[config.mk]
export PLATFORM = sky130hd
export DESIGN_NAME = msk_mixcolumns_serial
export DESIGN_NICKNAME = d
export VERILOG_FILES = /design/src/rtl/msk_mixcolumns_serial_pkg.sv /design/src/rtl/MSKprodMC.sv /design/src/rtl/msk_mixcolumn_col.sv /design/src/rtl/msk_mixcolumns_serial.sv
export SDC_FILE = /design/constraint.sdc
export NUM_CORES = 1
export LEC_CHECK = 0
export CAP_MARGIN = 20
export CORE_MARGIN = 3
export CORE_UTILIZATION = 25
export DETAILED_ROUTE_END_ITERATION = 8
export PLACE_DENSITY = 0.45
export SLEW_MARGIN = 20
export SYNTH_ARGS = -nofsm -noshare
export SYNTH_HDL_FRONTEND = slang
export SYNTH_SLANG_ARGS = --single-unit
[constraint.sdc]
create_clock -name clk -period 3.76 [get_ports clk]
set_clock_uncertainty 0.15 [all_clocks]
set_input_delay 1.128 -clock clk [delete_from_list [all_inputs] [get_ports clk]]
set_output_delay 1.128 -clock clk [all_outputs]
set_load 0.01 [all_outputs]
[src/rtl/msk_mixcolumns_serial_pkg.sv]
// Shared definitions for the column-serial masked MixColumns stage:
// FSM encoding, geometry constants and the share-layout byte offset.
package msk_mixcolumns_serial_pkg;

  localparam logic [1:0] ST_IDLE = 2'd0;
  localparam logic [1:0] ST_BUSY = 2'd1;
  localparam logic [1:0] ST_DONE = 2'd2;

  localparam int BYTE_W = 8;
  localparam int NCOL   = 4;
  localparam int NROW   = 4;

  // Byte b = 4*c + r of an nsh-share state starts at this bit offset.
  function automatic int byte_off(input int b, input int nsh);
    return BYTE_W * nsh * b;
  endfunction

endpackage

[src/rtl/MSKprodMC.sv]
// Sharewise GF(2^8) multiply-by-2 and multiply-by-3 of one masked byte.
// Each share is processed on its own; shares never mix.
module MSKprodMC #(
  parameter int d = 2
) (
  input  logic [8*d-1:0] a,
  output logic [8*d-1:0] x2,
  output logic [8*d-1:0] x3
);

  for (genvar j = 0; j < d; j++) begin : g_share
    logic [7:0] sh;
    logic [7:0] xt;

    for (genvar i = 0; i < 8; i++) begin : g_gather
      assign sh[i] = a[i*d + j];
    end

    // xtime with the AES reduction polynomial; linear, so valid per share.
    assign xt = {sh[6:0], 1'b0} ^ (sh[7] ? 8'h1b : 8'h00);

    for (genvar i = 0; i < 8; i++) begin : g_scatter
      assign x2[i*d + j] = xt[i];
      assign x3[i*d + j] = xt[i] ^ sh[i];
    end
  end

endmodule

[src/rtl/msk_mixcolumn_col.sv]
// Combinational MixColumns of one masked column (four bytes, d shares each),
// built from four sharewise x2/x3 units and sharewise XORs.
(* keep_hierarchy = "yes" *)
module msk_mixcolumn_col
  import msk_mixcolumns_serial_pkg::*;
#(
  parameter int d = 2
) (
  input  logic [NROW*BYTE_W*d-1:0] col_in,
  output logic [NROW*BYTE_W*d-1:0] col_out
);

  logic [NROW-1:0][BYTE_W*d-1:0] a;
  logic [NROW-1:0][BYTE_W*d-1:0] x2;
  logic [NROW-1:0][BYTE_W*d-1:0] x3;

  for (genvar r = 0; r < NROW; r++) begin : g_row
    assign a[r] = col_in[byte_off(r, d) +: BYTE_W*d];

    MSKprodMC #(.d(d)) u_prod (
      .a  (a[r]),
      .x2 (x2[r]),
      .x3 (x3[r])
    );

    // out_r = 2*a_r ^ 3*a_(r+1) ^ a_(r+2) ^ a_(r+3), identical layout in every share
    assign col_out[byte_off(r, d) +: BYTE_W*d] =
      x2[r] ^ x3[(r+1)%NROW] ^ a[(r+2)%NROW] ^ a[(r+3)%NROW];
  end

endmodule

[src/rtl/msk_mixcolumns_serial.sv]
// Masked AES MixColumns stage: loads a d-share state, rewrites one column per
// cycle in place, then presents the register until the consumer takes it.
//
// Handshake: a transfer happens on a rising edge where valid && ready are both
// high. in_ready depends only on state/reset and out_valid only on state, never
// on in_valid. Once out_valid is high it stays high with sh_state_out stable
// until out_ready is seen.
module msk_mixcolumns_serial
  import msk_mixcolumns_serial_pkg::*;
#(
  parameter int d = 2
) (
  input  logic               clk,
  input  logic               rst_n,
  input  logic               in_valid,
  output logic               in_ready,
  input  logic               in_last,
  input  logic [128*d-1:0]   sh_state_in,
  output logic               out_valid,
  input  logic               out_ready,
  output logic [128*d-1:0]   sh_state_out,
  output logic [1:0]         fsm_state
);

  localparam int COL_W = NROW * BYTE_W * d;

  logic [1:0]         state;
  logic [1:0]         col;
  logic [128*d-1:0]   sh_state;
  logic [COL_W-1:0]   col_in;
  logic [COL_W-1:0]   col_out;

  assign col_in = sh_state[byte_off(NROW*int'(col), d) +: COL_W];

  msk_mixcolumn_col #(.d(d)) u_col (
    .col_in  (col_in),
    .col_out (col_out)
  );

  always_ff @(posedge clk or negedge rst_n) begin
    if (!rst_n) begin
      state    <= ST_IDLE;
      col      <= 2'd0;
      sh_state <= '0;
    end else begin
      case (state)
        ST_IDLE: begin
          if (in_valid && in_ready) begin
            sh_state <= sh_state_in;
            col      <= 2'd0;
            // The last round skips MixColumns entirely.
            state    <= in_last ? ST_DONE : ST_BUSY;
          end
        end
        ST_BUSY: begin
          sh_state[byte_off(NROW*int'(col), d) +: COL_W] <= col_out;
          col <= col + 2'd1;
          if (col == 2'(NCOL-1)) state <= ST_DONE;
        end
        ST_DONE: begin
          if (out_ready) state <= ST_IDLE;
        end
        default: state <= ST_IDLE;
      endcase
    end
  end

  assign in_ready     = (state == ST_IDLE) && rst_n;
  assign out_valid    = (state == ST_DONE);
  assign sh_state_out = sh_state;
  assign fsm_state    = state;

endmodule

==> summary.md <==
| Metric | Value |
|---|---|
| Outcome | `completed` |
| Post-route minimum period | `3.67 ns` |
| CTS tree | `built` |
| Via density | `5.36` |
| Worst setup path endpoint | `sh_state_out[55]` |
| Gpl congestion | `0.822` |
| Max Freq | `272 MHz` |
| Post-Route WL | `90.2 mm` |
| Final Instance Area | `25500 um^2` |
| Seq cells post-synth | `260` |
| Mapped Avg Cell Area | `13.8 um^2` |
| Worst-margin pin slew | `1.12 ns` |
| RSZ-0062 raised after global routing | `no` |
| Height of the die | `274 um` |
| Die Footprint | `75300 um^2` |
| Critical Path RT | `4.05 ns` |
| Iteration-0 DRC Markers | `1153` |
| HP Class | `register to register` |
| Post-synth ARST share | `1.00` |
| Max cap viols | `0` |
| R2R setup slack | `0.09 ns` |
| CP Class | `register to register` |
| Reg2reg start | `col[0]` |
| Cell Area, Placed | `24200 um^2` |
| Post-route ant nets | `0` |
| CP Data Arrival Time | `3.96 ns` |
| R2r worst-path depth | `7` |
| Initial antenna violation count | `18` |
| Fin Setup TNS | `0 ns` |
| Initial Util | `0.255` |
| Slew Limit Headroom | `0.254` |
| Via count | `14700` |
| Post-synth cell types | `36` |
| Worst-skew pair later-pin latency | `0.56 ns` |
| Root Driver | `clkbuf_16` |
| IO Pins | `521` |
| Cell area after synthesis | `18000 um^2` |
| Total global-route track usage | `0.233` |
| Syn_nets | `1572` |
| TritonCTS sink count | `260` |
| WL per Instance | `32.8 um` |
| CTS resizes | `0` |
| Crit path launch | `col[0]` |
| Dpl hpwl | `64.8 mm` |
| Worst Setup End Kind | `register` |
| Post-Syn Instances | `1306` |
| Port Buffer Count | `520` |
| FP Rows | `97` |
| CP startpoint kind | `register` |
| Crit share post-route | `0.976` |
| CTS Hold Bufs | `0` |
| Top cells by area, synth | `dfrtp_1, mux2_2, a32o_1` |
| Clock Tree Buf Depth | `3` |
| EDFF count, synth | `0` |
| Critical Path Fanout Max | `22` |
| Core footprint | `70800 um^2` |
| Largest net degree at the start of global routing | `145` |
| Vias in the first global route | `15300` |
| Area growth, synth to finish | `41.6%` |
| Layout cells sized above 1 | `0.255` |
| Top cell type's share of synthesized area | `0.361` |
| Worst r2r dst | `sh_state_out[55]` |
| DRC Markers | `0` |
| DR pass1 iterations | `5` |
| Fin. Hold Viols | `0` |
| Num CTS Buffers | `37` |
| Clk slew on worst S/H paths | `0.06 ns` |
| Post-CTS Setup Bufs | `0` |
| Global-route wire length before repair | `125 mm` |
| Die X | `274 um` |
| Ys flop type | `dfrtp_1` |
| Syn. warnings | `0` |
| H-tree depth | `2` |
| # nets final | `2029` |
| Remaining Overflow, GRT | `0` |
| Pins Over Slew Limit | `0` |
| Final setup violation count | `0` |
| Post-synthesis sequential area ratio | `0.361` |
| Yosys top cell by area | `dfrtp_1` |
[cells in the final DEF (no fill, tap or decap), drive strengths merged, types with 18 or more instances in the layout]
| cell | n |
|---|---|
| clkdlybuf4s50 | 519 |
| buf | 52 |
| clkbuf | 57 |
| and2 | 66 |
| xnor3 | 64 |
| xor2 | 28 |
| xor3 | 20 |
| a32o | 256 |
| diode | 18 |
| nor2b | 67 |
| xnor2 | 39 |
| mux4 | 64 |
| dfrtp | 260 |
| mux2 | 257 |
[cells by family after synthesis]
family	count (synthesis)	synth area share
flip-flops	260	0.361
XOR/XNOR	151	0.143
AO/OA/AOI/OAI	265	0.148
multiplexers	321	0.241
AND/OR/NAND/NOR	146	0.0513
adder cells (fa/ha/maj)	5	0.00347
buffers and inverters	158	0.0520
[how the worst min path moves through the flow]
stage | from | endpoint | slack [ns] | cells after the start
global placement | sh_state_out[227] | sh_state_out[227] | 0.36 | 1
finish | sh_state_out[241] | sh_state_out[241] | 0.38 | 1
detailed placement | sh_state_out[14] | sh_state_out[14] | 0.37 | 1
CTS | sh_state_out[216] | sh_state_out[216] | 0.38 | 1
floorplan | sh_state_out[132] | sh_state_out[132] | 0.42 | 1
global route | sh_state_out[99] | sh_state_out[99] | 0.40 | 1
[per-layer routing]
metal,GRT usage,up-vias,wire [um]
met5,0,-,27
met4,0.0696,4,2070
met3,0.0503,93,6310
met2,0.392,597,44500
met1,0.300,7902,37400
li1,-,6135,-
[per-stage QoR]
step                utilization  instances  hold slack (ns)  worst slack [ns]
floorplan                     -       1306            0.417             0.399
global placement          0.342       2662            0.362             0.151
detailed placement        0.342       2663            0.368             0.113
CTS                       0.359       2730            0.384             0.129
global route              0.360       2744            0.399            0.0448
finish                    0.360       2749            0.382            0.0894
[final cells by class]
cell class | count | area (um^2)
antenna | 18 | 45.0
tap | 940 | 1180
inverter | 5 | 18.8
clock buffer | 57 | 1140
multi-input combinational | 888 | 10600
timing repair buffer | 571 | 5900
fill | 6853 | 45300
sequential | 260 | 6510
clock inverter | 10 | 83.8
[synthesized netlist by cell type (all sizes together), types with 2 or more instances]
library cell,number
a21oi,5
a32o,256
and2,66
buf,85
clkbuf,68
dfrtp,260
ha,5
inv,5
mux2,257
mux4,64
nand2,4
nor2,3
nor2b,67
nor3b,2
xnor2,39
xnor3,64
xor2,28
xor3,20
[registers in the layout, summed over array words and instances, names as in the netlist]
register,cells
sh_state_out,256
col,2
fsm_state,2
[critical path: stages (launching register included)]
cell     delay (ns)
dfrtp_4        0.47
buf_12         0.24
mux4_2         0.68
xnor2_1        0.62
xnor3_1        0.64
and2_1         0.20
a32o_1         0.25
mux2_2         0.26
Power is left out: the tool's default activity adds up to more than one toggle a clock period on the data nets, which glitch-free logic cannot reach.
